[config.mk]
export PLATFORM = sky130hd
export DESIGN_NAME = rob_commit_reader_flat
export DESIGN_NICKNAME = d
export VERILOG_FILES = /design/src/rtl/rob_commit_reader_pkg.sv /design/src/rtl/rob_commit_reader_if.sv /design/src/rtl/rob_commit_reader_lane_sel.sv /design/src/rtl/rob_commit_reader.sv /design/src/flat_wrapper.sv
export SDC_FILE = /design/constraint.sdc
export NUM_CORES = 1
export LEC_CHECK = 0
export ABC_AREA = 1
export CAP_MARGIN = 20
export CORE_AREA = 2 2 287 289
export CTS_BUF_LIST = sky130_fd_sc_hd__clkbuf_8
export DETAILED_ROUTE_END_ITERATION = 8
export DIE_AREA = 0 0 289 291
export SLEW_MARGIN = 20
export SYNTH_ARGS = -nofsm -noshare
export SYNTH_HDL_FRONTEND = slang
export SYNTH_SLANG_ARGS = --single-unit
[constraint.sdc]
create_clock -name clk -period 17.1 [get_ports clk]
set_input_delay 5.13 -clock clk [delete_from_list [all_inputs] [get_ports clk]]
set_output_delay 5.13 -clock clk [all_outputs]
set_load 0.1 [all_outputs]
[src/rtl/rob_commit_reader_pkg.sv]
// Shared widths, FSM states and exception codes for the ROB retire block.
package rob_commit_reader_pkg;

    localparam int ROB_BANKS   = 4;
    localparam int ROB_ROWS    = 32;
    localparam int PTR_W       = 6;
    localparam int ROW_W       = PTR_W - 1;
    localparam int IDX_W       = 8;
    localparam int RD_W        = 5;
    localparam int PD_W        = 8;
    localparam int EXC_W       = 8;
    localparam int XLEN        = 32;
    localparam int RECOVER_CYC = 4;
    localparam int CNT_W       = $clog2(RECOVER_CYC + 1);
    localparam int LANE_W      = $clog2(ROB_BANKS);

    typedef enum logic [1:0] {
        ST_RUN,
        ST_FLUSH,
        ST_RECOVER
    } state_t;

    localparam logic [EXC_W-1:0] EXC_INSN_MISALIGN = 8'h00;
    localparam logic [EXC_W-1:0] EXC_INSN_FAULT    = 8'h01;
    localparam logic [EXC_W-1:0] EXC_ILLEGAL_INSN  = 8'h02;
    localparam logic [EXC_W-1:0] EXC_BREAKPOINT    = 8'h03;
    localparam logic [EXC_W-1:0] EXC_ECALL_M       = 8'h0B;

    // Advance a row pointer; the top bit flips each time the row index wraps.
    function automatic logic [PTR_W-1:0] ptr_inc(input logic [PTR_W-1:0] p);
        if (p[ROW_W-1:0] == ROW_W'(ROB_ROWS - 1))
            return {~p[PTR_W-1], {ROW_W{1'b0}}};
        else
            return p + PTR_W'(1);
    endfunction

endpackage

[src/rtl/rob_commit_reader_if.sv]
// ROB read/clear port plus the commit, free-list and redirect outputs.
interface rob_commit_reader_if;
    import rob_commit_reader_pkg::*;

    logic [PTR_W-1:0]                     tail_ptr;
    logic [XLEN-1:0]                      mtvec;

    logic                                 rob_ren;
    logic [IDX_W-1:0]                     rob_rindex;
    logic [ROB_BANKS-1:0]                 rob_valid;
    logic [ROB_BANKS-1:0]                 rob_rdy;
    logic [ROB_BANKS-1:0]                 rob_hasrd;
    logic [ROB_BANKS-1:0][RD_W-1:0]       rob_rd;
    logic [ROB_BANKS-1:0][PD_W-1:0]       rob_pd;
    logic [ROB_BANKS-1:0][PD_W-1:0]       rob_oldpd;
    logic [ROB_BANKS-1:0]                 rob_isstore;
    logic [ROB_BANKS-1:0]                 rob_isbranch;
    logic [ROB_BANKS-1:0]                 rob_branch_res;
    logic [ROB_BANKS-1:0][XLEN-1:0]       rob_target;
    logic [ROB_BANKS-1:0][XLEN-1:0]       rob_pred_addr;
    logic [ROB_BANKS-1:0][XLEN-1:0]       rob_pc;
    logic [ROB_BANKS-1:0]                 rob_hasexc;
    logic [ROB_BANKS-1:0][EXC_W-1:0]      rob_exctype;

    logic [ROB_BANKS-1:0]                 clr_wen;
    logic [IDX_W-1:0]                     clr_index;
    logic [ROB_BANKS-1:0]                 commit_mask;
    logic [ROB_BANKS-1:0][RD_W-1:0]       commit_rd;
    logic [ROB_BANKS-1:0][PD_W-1:0]       commit_pd;
    logic [ROB_BANKS-1:0]                 free_oldpd_v;
    logic [ROB_BANKS-1:0][PD_W-1:0]       free_oldpd;
    logic [ROB_BANKS-1:0]                 store_commit;
    logic [PTR_W-1:0]                     head_ptr;
    logic                                 flush;
    logic [XLEN-1:0]                      redirect_pc;
    logic                                 exc_valid;
    logic [EXC_W-1:0]                     exc_type;
    logic                                 flush_busy;

    modport master (
        input  tail_ptr, mtvec,
               rob_valid, rob_rdy, rob_hasrd, rob_rd, rob_pd, rob_oldpd,
               rob_isstore, rob_isbranch, rob_branch_res, rob_target,
               rob_pred_addr, rob_pc, rob_hasexc, rob_exctype,
        output rob_ren, rob_rindex, clr_wen, clr_index, commit_mask,
               commit_rd, commit_pd, free_oldpd_v, free_oldpd, store_commit,
               head_ptr, flush, redirect_pc, exc_valid, exc_type, flush_busy
    );

    modport slave (
        output tail_ptr, mtvec,
               rob_valid, rob_rdy, rob_hasrd, rob_rd, rob_pd, rob_oldpd,
               rob_isstore, rob_isbranch, rob_branch_res, rob_target,
               rob_pred_addr, rob_pc, rob_hasexc, rob_exctype,
        input  rob_ren, rob_rindex, clr_wen, clr_index, commit_mask,
               commit_rd, commit_pd, free_oldpd_v, free_oldpd, store_commit,
               head_ptr, flush, redirect_pc, exc_valid, exc_type, flush_busy
    );
endinterface

[src/rtl/rob_commit_reader_lane_sel.sv]
// Combinational evaluation of one ROB row: readiness, first stopping lane,
// and which lanes would retire if the row is taken this cycle.
module rob_commit_lane_sel
    import rob_commit_reader_pkg::*;
#(
    parameter int BANKS = ROB_BANKS,
    parameter int LW    = LANE_W
) (
    input  logic [BANKS-1:0]            valid,
    input  logic [BANKS-1:0]            rdy,
    input  logic [BANKS-1:0]            hasexc,
    input  logic [BANKS-1:0]            isbranch,
    input  logic [BANKS-1:0]            branch_res,
    input  logic [BANKS-1:0][XLEN-1:0]  target,
    input  logic [BANKS-1:0][XLEN-1:0]  pred_addr,
    input  logic [BANKS-1:0][XLEN-1:0]  pc,
    output logic                        row_ready,
    output logic                        stop_found,
    output logic [LW-1:0]               stop_lane,
    output logic                        stop_is_exc,
    output logic [BANKS-1:0]            commit_mask,
    output logic [BANKS-1:0][XLEN-1:0]  actual_next
);

    logic [BANKS-1:0] stop_req;

    // Per-lane resolved next PC and stop request (exception or mispredict).
    for (genvar g = 0; g < BANKS; g++) begin : g_lane
        assign actual_next[g] = branch_res[g] ? target[g] : pc[g] + XLEN'(4);
        assign stop_req[g]    = valid[g] &
                                (hasexc[g] | (isbranch[g] & (actual_next[g] != pred_addr[g])));
    end

    // A row is ready once every occupied lane has its result.
    assign row_ready = &(rdy | ~valid);

    // Lowest stopping lane wins; an exception lane itself does not retire.
    always_comb begin
        stop_found  = 1'b0;
        stop_lane   = '0;
        stop_is_exc = 1'b0;
        commit_mask = '0;
        for (int i = BANKS - 1; i >= 0; i--) begin
            if (stop_req[i]) begin
                stop_found  = 1'b1;
                stop_lane   = LW'(i);
                stop_is_exc = hasexc[i];
            end
        end
        for (int i = 0; i < BANKS; i++) begin
            if (!stop_found || (LW'(i) < stop_lane) ||
                ((LW'(i) == stop_lane) && !stop_is_exc))
                commit_mask[i] = valid[i];
        end
    end

endmodule

[src/rtl/rob_commit_reader.sv]
// In-order ROB retire: reads the head row, retires ready lanes in bank order,
// clears their valid bits and raises flush/redirect on exception or mispredict.
module rob_commit_reader
    import rob_commit_reader_pkg::*;
#(
    parameter int RECOVER_CYC_P = RECOVER_CYC
) (
    input  logic                 clk,
    input  logic                 rst,
    rob_commit_reader_if.master  bus
);

    state_t                      state_q, state_d;
    logic [PTR_W-1:0]            head_q, head_d;
    logic [CNT_W-1:0]            cnt_q, cnt_d;

    logic                        empty;
    logic                        row_ready;
    logic                        stop_found;
    logic [LANE_W-1:0]           stop_lane;
    logic                        stop_is_exc;
    logic [ROB_BANKS-1:0]        sel_mask;
    logic [ROB_BANKS-1:0][XLEN-1:0] actual_next;

    logic                        ren;
    logic [ROB_BANKS-1:0]        commit;
    logic                        flush_o;
    logic                        exc_o;
    logic [EXC_W-1:0]            exc_type_o;
    logic [XLEN-1:0]             redirect_o;
    logic                        busy;
    logic [IDX_W-1:0]            row_idx;

    assign empty   = (head_q == bus.tail_ptr);
    assign row_idx = {{(IDX_W-ROW_W){1'b0}}, head_q[ROW_W-1:0]};

    rob_commit_lane_sel #(.BANKS(ROB_BANKS), .LW(LANE_W)) u_sel (
        .valid       (bus.rob_valid),
        .rdy         (bus.rob_rdy),
        .hasexc      (bus.rob_hasexc),
        .isbranch    (bus.rob_isbranch),
        .branch_res  (bus.rob_branch_res),
        .target      (bus.rob_target),
        .pred_addr   (bus.rob_pred_addr),
        .pc          (bus.rob_pc),
        .row_ready   (row_ready),
        .stop_found  (stop_found),
        .stop_lane   (stop_lane),
        .stop_is_exc (stop_is_exc),
        .commit_mask (sel_mask),
        .actual_next (actual_next)
    );

    // State, head pointer and recovery counter registers.
    always_ff @(posedge clk) begin
        if (rst) begin
            state_q <= ST_RUN;
            head_q  <= '0;
            cnt_q   <= '0;
        end else begin
            state_q <= state_d;
            head_q  <= head_d;
            cnt_q   <= cnt_d;
        end
    end

    // Next-state and retire outputs; a flush row holds head until FLUSH zeroes it.
    always_comb begin
        state_d    = state_q;
        head_d     = head_q;
        cnt_d      = cnt_q;
        ren        = 1'b0;
        commit     = '0;
        flush_o    = 1'b0;
        exc_o      = 1'b0;
        exc_type_o = '0;
        redirect_o = '0;
        busy       = 1'b0;
        unique case (state_q)
            ST_RUN: begin
                ren = !empty;
                if (!empty && row_ready) begin
                    commit = sel_mask;
                    if (stop_found) begin
                        flush_o = 1'b1;
                        state_d = ST_FLUSH;
                        if (stop_is_exc) begin
                            exc_o      = 1'b1;
                            exc_type_o = bus.rob_exctype[stop_lane];
                            redirect_o = bus.mtvec;
                        end else begin
                            redirect_o = actual_next[stop_lane];
                        end
                    end else begin
                        head_d = ptr_inc(head_q);
                    end
                end
            end
            ST_FLUSH: begin
                busy    = 1'b1;
                head_d  = '0;
                cnt_d   = CNT_W'(RECOVER_CYC_P - 1);
                state_d = ST_RECOVER;
            end
            ST_RECOVER: begin
                busy = 1'b1;
                if (cnt_q == '0)
                    state_d = ST_RUN;
                else
                    cnt_d = cnt_q - CNT_W'(1);
            end
            default: state_d = ST_RUN;
        endcase
    end

    assign bus.rob_ren      = ren;
    assign bus.rob_rindex   = row_idx;
    assign bus.clr_index    = row_idx;
    assign bus.clr_wen      = commit;
    assign bus.commit_mask  = commit;
    assign bus.free_oldpd_v = commit & bus.rob_hasrd;
    assign bus.store_commit = commit & bus.rob_isstore;
    assign bus.head_ptr     = head_q;
    assign bus.flush        = flush_o;
    assign bus.redirect_pc  = redirect_o;
    assign bus.exc_valid    = exc_o;
    assign bus.exc_type     = exc_type_o;
    assign bus.flush_busy   = busy;

    // Per-lane commit data is zeroed on lanes that are not retiring.
    for (genvar g = 0; g < ROB_BANKS; g++) begin : g_out
        assign bus.commit_rd[g]  = commit[g] ? bus.rob_rd[g] : '0;
        assign bus.commit_pd[g]  = commit[g] ? bus.rob_pd[g] : '0;
        assign bus.free_oldpd[g] = (commit[g] & bus.rob_hasrd[g]) ? bus.rob_oldpd[g] : '0;
    end

endmodule

[src/flat_wrapper.sv]
// flat-port wrapper written by rule: the top's interface ports become plain ports
module rob_commit_reader_flat import rob_commit_reader_pkg::*;
#(
    parameter int RECOVER_CYC_P = RECOVER_CYC
)
  (clk, rst, bus_tail_ptr, bus_mtvec, bus_rob_valid, bus_rob_rdy, bus_rob_hasrd, bus_rob_rd, bus_rob_pd, bus_rob_oldpd, bus_rob_isstore, bus_rob_isbranch, bus_rob_branch_res, bus_rob_target, bus_rob_pred_addr, bus_rob_pc, bus_rob_hasexc, bus_rob_exctype, bus_rob_ren, bus_rob_rindex, bus_clr_wen, bus_clr_index, bus_commit_mask, bus_commit_rd, bus_commit_pd, bus_free_oldpd_v, bus_free_oldpd, bus_store_commit, bus_head_ptr, bus_flush, bus_redirect_pc, bus_exc_valid, bus_exc_type, bus_flush_busy);
  rob_commit_reader_if bus_i ();
  input  logic clk;
  input  logic rst;
  input wire logic [$bits(bus_i.tail_ptr)-1:0] bus_tail_ptr;
  input wire logic [$bits(bus_i.mtvec)-1:0] bus_mtvec;
  input wire logic [$bits(bus_i.rob_valid)-1:0] bus_rob_valid;
  input wire logic [$bits(bus_i.rob_rdy)-1:0] bus_rob_rdy;
  input wire logic [$bits(bus_i.rob_hasrd)-1:0] bus_rob_hasrd;
  input wire logic [$bits(bus_i.rob_rd)-1:0] bus_rob_rd;
  input wire logic [$bits(bus_i.rob_pd)-1:0] bus_rob_pd;
  input wire logic [$bits(bus_i.rob_oldpd)-1:0] bus_rob_oldpd;
  input wire logic [$bits(bus_i.rob_isstore)-1:0] bus_rob_isstore;
  input wire logic [$bits(bus_i.rob_isbranch)-1:0] bus_rob_isbranch;
  input wire logic [$bits(bus_i.rob_branch_res)-1:0] bus_rob_branch_res;
  input wire logic [$bits(bus_i.rob_target)-1:0] bus_rob_target;
  input wire logic [$bits(bus_i.rob_pred_addr)-1:0] bus_rob_pred_addr;
  input wire logic [$bits(bus_i.rob_pc)-1:0] bus_rob_pc;
  input wire logic [$bits(bus_i.rob_hasexc)-1:0] bus_rob_hasexc;
  input wire logic [$bits(bus_i.rob_exctype)-1:0] bus_rob_exctype;
  output wire logic [$bits(bus_i.rob_ren)-1:0] bus_rob_ren;
  output wire logic [$bits(bus_i.rob_rindex)-1:0] bus_rob_rindex;
  output wire logic [$bits(bus_i.clr_wen)-1:0] bus_clr_wen;
  output wire logic [$bits(bus_i.clr_index)-1:0] bus_clr_index;
  output wire logic [$bits(bus_i.commit_mask)-1:0] bus_commit_mask;
  output wire logic [$bits(bus_i.commit_rd)-1:0] bus_commit_rd;
  output wire logic [$bits(bus_i.commit_pd)-1:0] bus_commit_pd;
  output wire logic [$bits(bus_i.free_oldpd_v)-1:0] bus_free_oldpd_v;
  output wire logic [$bits(bus_i.free_oldpd)-1:0] bus_free_oldpd;
  output wire logic [$bits(bus_i.store_commit)-1:0] bus_store_commit;
  output wire logic [$bits(bus_i.head_ptr)-1:0] bus_head_ptr;
  output wire logic [$bits(bus_i.flush)-1:0] bus_flush;
  output wire logic [$bits(bus_i.redirect_pc)-1:0] bus_redirect_pc;
  output wire logic [$bits(bus_i.exc_valid)-1:0] bus_exc_valid;
  output wire logic [$bits(bus_i.exc_type)-1:0] bus_exc_type;
  output wire logic [$bits(bus_i.flush_busy)-1:0] bus_flush_busy;
  assign bus_i.tail_ptr = bus_tail_ptr;
  assign bus_i.mtvec = bus_mtvec;
  assign bus_i.rob_valid = bus_rob_valid;
  assign bus_i.rob_rdy = bus_rob_rdy;
  assign bus_i.rob_hasrd = bus_rob_hasrd;
  assign bus_i.rob_rd = bus_rob_rd;
  assign bus_i.rob_pd = bus_rob_pd;
  assign bus_i.rob_oldpd = bus_rob_oldpd;
  assign bus_i.rob_isstore = bus_rob_isstore;
  assign bus_i.rob_isbranch = bus_rob_isbranch;
  assign bus_i.rob_branch_res = bus_rob_branch_res;
  assign bus_i.rob_target = bus_rob_target;
  assign bus_i.rob_pred_addr = bus_rob_pred_addr;
  assign bus_i.rob_pc = bus_rob_pc;
  assign bus_i.rob_hasexc = bus_rob_hasexc;
  assign bus_i.rob_exctype = bus_rob_exctype;
  assign bus_rob_ren = bus_i.rob_ren;
  assign bus_rob_rindex = bus_i.rob_rindex;
  assign bus_clr_wen = bus_i.clr_wen;
  assign bus_clr_index = bus_i.clr_index;
  assign bus_commit_mask = bus_i.commit_mask;
  assign bus_commit_rd = bus_i.commit_rd;
  assign bus_commit_pd = bus_i.commit_pd;
  assign bus_free_oldpd_v = bus_i.free_oldpd_v;
  assign bus_free_oldpd = bus_i.free_oldpd;
  assign bus_store_commit = bus_i.store_commit;
  assign bus_head_ptr = bus_i.head_ptr;
  assign bus_flush = bus_i.flush;
  assign bus_redirect_pc = bus_i.redirect_pc;
  assign bus_exc_valid = bus_i.exc_valid;
  assign bus_exc_type = bus_i.exc_type;
  assign bus_flush_busy = bus_i.flush_busy;
  rob_commit_reader #(.RECOVER_CYC_P(RECOVER_CYC_P)) u_core (.clk(clk), .rst(rst), .bus(bus_i));
endmodule
After elaboration in Yosys (flattened, before gate mapping) --
Index checks and enable logic that the tools add are counted.
Word-level totals: register bits after elaboration 11, input port bits 568, word-level logic and storage cells 142
Operators by class: add/sub/neg operators 6, magnitude comparators 5, equality and inequality tests 16, mux-type cells 65, bitwise logic cells 21, reductions and logical operators 26
Operator list (count):
- 2-to-1 mux 32 bit | 9
- adder 32 x 3 -> 32 bit, second input constant | 4
- inequality test 32 bit | 4
- 2-to-1 mux 8 bit | 13
- binary-select mux 32 bit (select 2 bit) | 1
- 2-to-1 mux 1 bit | 21
- 2-to-1 mux 5 bit | 4
- 2-to-1 mux 6 bit | 3
- binary-select mux 8 bit (select 2 bit) | 1
- 2-to-1 mux 2 bit | 7
- AND 1 bit | 12
- one-hot mux 6 bit (2 select lines) | 1
- AND 4 bit | 2
- logical OR 1 bit | 8
- 2-to-1 mux 4 bit | 2
- adder 6 x 1 -> 6 bit, second input constant | 1
- == test 6 bit | 1
- inequality test 2 x 1 -> 1 bit, second input constant | 3
- one-hot mux 2 bit (3 select lines) | 1
- one-hot mux 3 bit (2 select lines) | 1
- AND reduction 3 bit | 2
- == test 5 bit, second input constant | 1
- logical AND 1 bit | 5
- == test 2 bit, first input constant | 2
- 20 further kinds | 30

Logic depth before layout (Yosys ltp) --
word-level depth 18, gate-level depth with buffers 28

Cells and area by module --
Synthesis repeated with hierarchy kept, for this count alone.
Second synthesis, totals: cell total of the unflattened synthesis 2392, area, all modules 11029.3 um^2
By module, submodules not included:
- rob_commit_lane_sel | instances 1, cells each 1693, area each 7643.6 um^2
- rob_commit_reader | instances 1, cells each 699, area each 3385.7 um^2

Least setup slack after synthesis --
No wires, ideal clock.
path type in2out, start point input port bus_tail_ptr[5], end point output port bus_free_oldpd[0], arrival 10.303 ns, slack 1.667 ns, cell stages on the path 9, buffers on the path 0, cell sequence xor2_1 > nor4_1 > o211ai_1 > nand2_1 > nor2_1 > inv_1 > nor3_1 > nand2_1 > nor2_1
On the way: word-level cells in the longest chain between the ends 7
Ends and longest elaborated chain:
- start, declared | line flat_wrapper.sv:10 | input wire logic [$bits(bus_i.tail_ptr)-1:0] bus_tail_ptr;
- == test 6 bit | line rob_commit_reader.sv:34 | assign empty = (head_q == bus.tail_ptr);
- logical NOT 1 bit | line rob_commit_reader.sv:82 | if (!empty && row_ready) begin
- logical AND 1 bit | line rob_commit_reader.sv:82
- 2-to-1 mux 4 bit | line rob_commit_reader.sv:82
- 2-to-1 mux 4 bit | line rob_commit_reader.sv:79 | unique case (state_q)
- net bus_clr_wen[0] | line flat_wrapper.sv:28 | output wire logic [$bits(bus_i.clr_wen)-1:0] bus_clr_wen;
- AND 1 bit | line rob_commit_reader.sv:134 | assign bus.free_oldpd[g] = (commit[g] & bus.rob_hasrd[g]) ? bus.rob_oldpd[g] : '0;
- 2-to-1 mux 8 bit | line rob_commit_reader.sv:134
- end, declared | line flat_wrapper.sv:34 | output wire logic [$bits(bus_i.free_oldpd)-1:0] bus_free_oldpd;
The timed path passes the listed nets, and every way through them passes these cells.

Worst setup path after layout --
start point input port bus_rob_branch_res[1], end point output port bus_redirect_pc[0]
On the way: word-level cells in the longest chain between the ends 13, elaborated cells on any way between the ends 17, classes of those cells eq/ne (1); mux (13); bitwise (3)
Ends and longest elaborated chain:
- start, declared | line flat_wrapper.sv:20 | input wire logic [$bits(bus_i.rob_branch_res)-1:0] bus_rob_branch_res;
- 2-to-1 mux 32 bit (*) | line rob_commit_reader_lane_sel.sv:29 | assign actual_next[g] = branch_res[g] ? target[g] : pc[g] + XLEN'(4);
- inequality test 32 bit | line rob_commit_reader_lane_sel.sv:31 | (hasexc[g] | (isbranch[g] & (actual_next[g] != pred_addr[g])));
- AND 1 bit | line rob_commit_reader_lane_sel.sv:31
- bitwise OR 1 bit | line rob_commit_reader_lane_sel.sv:31
- AND 1 bit | line rob_commit_reader_lane_sel.sv:30 | assign stop_req[g] = valid[g] &
- 2-to-1 mux 2 bit (2 in series) | line rob_commit_reader_lane_sel.sv:44 | if (stop_req[i]) begin
- binary-select mux 32 bit (select 2 bit) | line rob_commit_reader.sv:92 | redirect_o = actual_next[stop_lane];
- 2-to-1 mux 32 bit (not written as such) | line rob_commit_reader.sv:92
- 2-to-1 mux 32 bit | line rob_commit_reader.sv:87 | if (stop_is_exc) begin
- 2-to-1 mux 32 bit (*) | line rob_commit_reader.sv:84 | if (stop_found) begin
- 2-to-1 mux 32 bit (*) | line rob_commit_reader.sv:82
- 2-to-1 mux 32 bit (*) | line rob_commit_reader.sv:79
- end, declared | line flat_wrapper.sv:38 | output wire logic [$bits(bus_i.redirect_pc)-1:0] bus_redirect_pc;
Mark *: on every way between the ends. The rest lies on a longest branch, timed or not. The select of a mux whose other input is x is not followed.

==> impl_metrics.tcl <==
set metrics [dict create \
    status "finished, final reports clean" \
    avgSynthCellArea_um2 4.64 \
    leakage_nw 9.72 \
    synth_edf_count 0 \
    fin_nets 3763 \
    slew_headroom_pct 20.7 \
    yosysSeqAreaShare_pct 1.88 \
    cts_root_buffer "clkbuf_8" \
    die_w_um 289 \
    cts_resized 0 \
    holdBufCountCts 0 \
    dp_hpwl_um 77500 \
    yosysUniqueCellTypes 44 \
    ys.warnings.count 0 \
    synthMuxAreaShare_pct 0.0857 \
    synth-xor-area-share_pct 5.17 \
    drt_iter0_markers 1269 \
    htreeDepth 1 \
    maxSlewViolCount 0 \
    setup.worst_path.end_class "primary output" \
    pin_count 734 \
    dp_slack_ns 1.11 \
    synthSimpleGateAreaFrac_pct 67.6 \
    ys_ff_latch 11 \
    path_clk_slew_ns 0.05 \
    clk_path_buf_depth 2 \
    grtUsageTotal_pct 19.7 \
    grt_max_degree 50 \
    grt_overflow 0 \
    synthArstFlopShare_pct 0 \
    viasPerCell 4.18 \
    synthTopCellsByArea "nand2_1, inv_1, nand3_1, nor2_1, nand3b_1" \
    die-area_um2 84100 \
    cts_made_buffers 3 \
    synthesis.area_um2 11700 \
    cap_viol_max_count 0 \
    fin_crit_sh_pct 92.8 \
    grt_pass1_vias 16900 \
    synth_top_area_share_pct 31.7 \
    core_um2 81200 \
    grt_pass1_wl_um 120000 \
    whs_ns 0.491 \
    cts_setup_buffers 0 \
    gp_congestion 0.974 \
    worstMarginPinSlew_ns 1.18 \
    highest-signal-layer "met5" \
    r2r_slack_ns 14.26 \
    worstPathMaxFanout 45 \
    finalSetupViolCount 0 \
    vias 17800 \
    synth_top_family_by_area "simple AND/OR/NAND/NOR gates" \
    fmax_ghz 0.0630 \
    wl_met2_um 38900 \
    cts_tree "done" \
    antenna_found_initial 13 \
    start_util_pct 14.4 \
    hold_viol_final 0 \
    synth_fa_ha_area_share_pct 1.18 \
    drive_gt1_share_pct 8.73 \
    drt-pass1-iter-count 6 \
    syn_to_final_growth_pct 73.0 \
    min_period_ns 15.87 \
    synth_area_leader_cell "nand2_1" \
    routed_wl_um 87300 \
    powerDensity_nw_per_um2 38.2 \
    dr_wl_met3_um 5120 \
    skew_ns 0.00190 \
    clock_sinks 11 \
    required_ns 11.97 \
    ant_nets 0 \
    arrival_ns 10.74 \
    wirelength_met1_um 41600 \
    hp-class "reg2reg" \
    port_buffers 727 \
    die_y_um 291 \
    mostFrequentLayoutCell "nand2_1" \
    ir_drop_uv 29.6 \
    final_cell_mix "nand2_1, clkdlybuf4s50_1, inv_1, nor2_1, nand3_1" \
    power_uw 772 \
    path_class "in2out" \
    synth_compound_area_share_pct 6.64 \
    synthFlopType "dfxtp_1" \
    synth_cells 2518 \
    startpoint_type "primary input" \
    clk_latency_ns 0.24 \
    tns_ns 0 \
    worst_slack_ns 1.23 \
    drc 0 \
    avgRoutedWirePerCell_um 20.5 \
    rsz0062_at_grt "false" \
    core.rowCount 105 \
]
==> flip-flops by register name, indices dropped and copies added (netlist names) <==
signal,flops
u_core.bus.head_ptr,6
u_core.state_q,2
u_core.cnt_q,3
==> layout make-up <==
| class | count | area, um2 |
|---|---|---|
| Antenna cell | 3 | 7.51 |
| Clock buffer | 3 | 41.3 |
| Clock inverter | 1 | 3.75 |
| Fill cell | 9383 | 61000 |
| Inverter | 389 | 1460 |
| Multi-Input combinational cell | 2030 | 9450 |
| Sequential cell | 11 | 220 |
| Tap cell | 1070 | 1340 |
| Timing Repair Buffer | 749 | 7680 |
==> cells by family after synthesis <==
| family | count (synthesis) |
|---|---|
| multiplexers | 1 |
| XOR/XNOR | 69 |
| other | 1 |
| AND/OR/NAND/NOR | 1805 |
| AO/OA/AOI/OAI | 138 |
| flip-flops | 11 |
| buffers and inverters | 482 |
| adder cells (fa/ha/maj) | 11 |
==> worst max-delay path, cell delays in order <==
cell             delay, ns
clkdlybuf4s50_1       0.94
inv_1                 0.19
buf_4                 0.32
a31oi_1               0.99
xor2_1                0.13
nor3_1                0.21
nand3_1               0.15
nor2_1                0.27
nand3_1               0.12
nand2_1               0.19
nand2_1               0.09
nand2_2               0.12
nand2_2               0.11
nand2_4               0.30
buf_12                0.23
buf_4                 0.28
nand2_1               0.09
nand3_1               0.11
nand2_1               0.21
a21oi_1               0.29
buf_12                0.21
==> per-stage QoR <==
step	std cells	instance area, um2	util (%)
global placement	4249	20200	24.8
finish	4256	20200	24.9
detailed placement	4249	20200	24.8
global route	4255	20200	24.9
CTS	4253	20200	24.9
floorplan	2523	11700	-
==> metal layers <==
metal / vias up / global-route usage, %
li1: 9028 / -
met1: 8036 / 28.1
met2: 670 / 31.8
met3: 64 / 1.87
met4: 8 / 3.85
met5: - / 0
==> report_power, final <==
group / switching [mW] / total [mW] / internal [mW]
Clock: 0.0106 / 0.0265 / 0.0158
Sequential: 0.00364 / 0.0325 / 0.0288
Combinational: 0.453 / 0.713 / 0.260
==> synth_stat cells (8+ instances only) <==
cell	count
ha_1	11
o211ai_1	13
nor3b_2	10
nor2_4	8
a21oi_1	57
xnor2_1	27
o21ai_1	21
buf_2	40
o21ai_0	28
dfxtp_1	11
xor2_1	42
buf_6	11
nand4_1	11
or2_2	65
buf_4	23
nand2_2	12
nor2_2	16
inv_1	380
nor2_1	328
nand2_1	987
inv_2	8
nand3_1	278
clkbuf_1	18
nand3b_1	56
==> worst paths after layout <==
check / from / to / depth (start not counted)
max reg2reg: u_core.bus.head_ptr[2] / u_core.state_q[0] / 9
min reg2reg: u_core.cnt_q[2] / u_core.cnt_q[2] / 2
max: bus_rob_branch_res[1] / bus_redirect_pc[0] / 21
min: u_core.cnt_q[2] / u_core.cnt_q[2] / 2
Power figures use the tool's default switching activity.
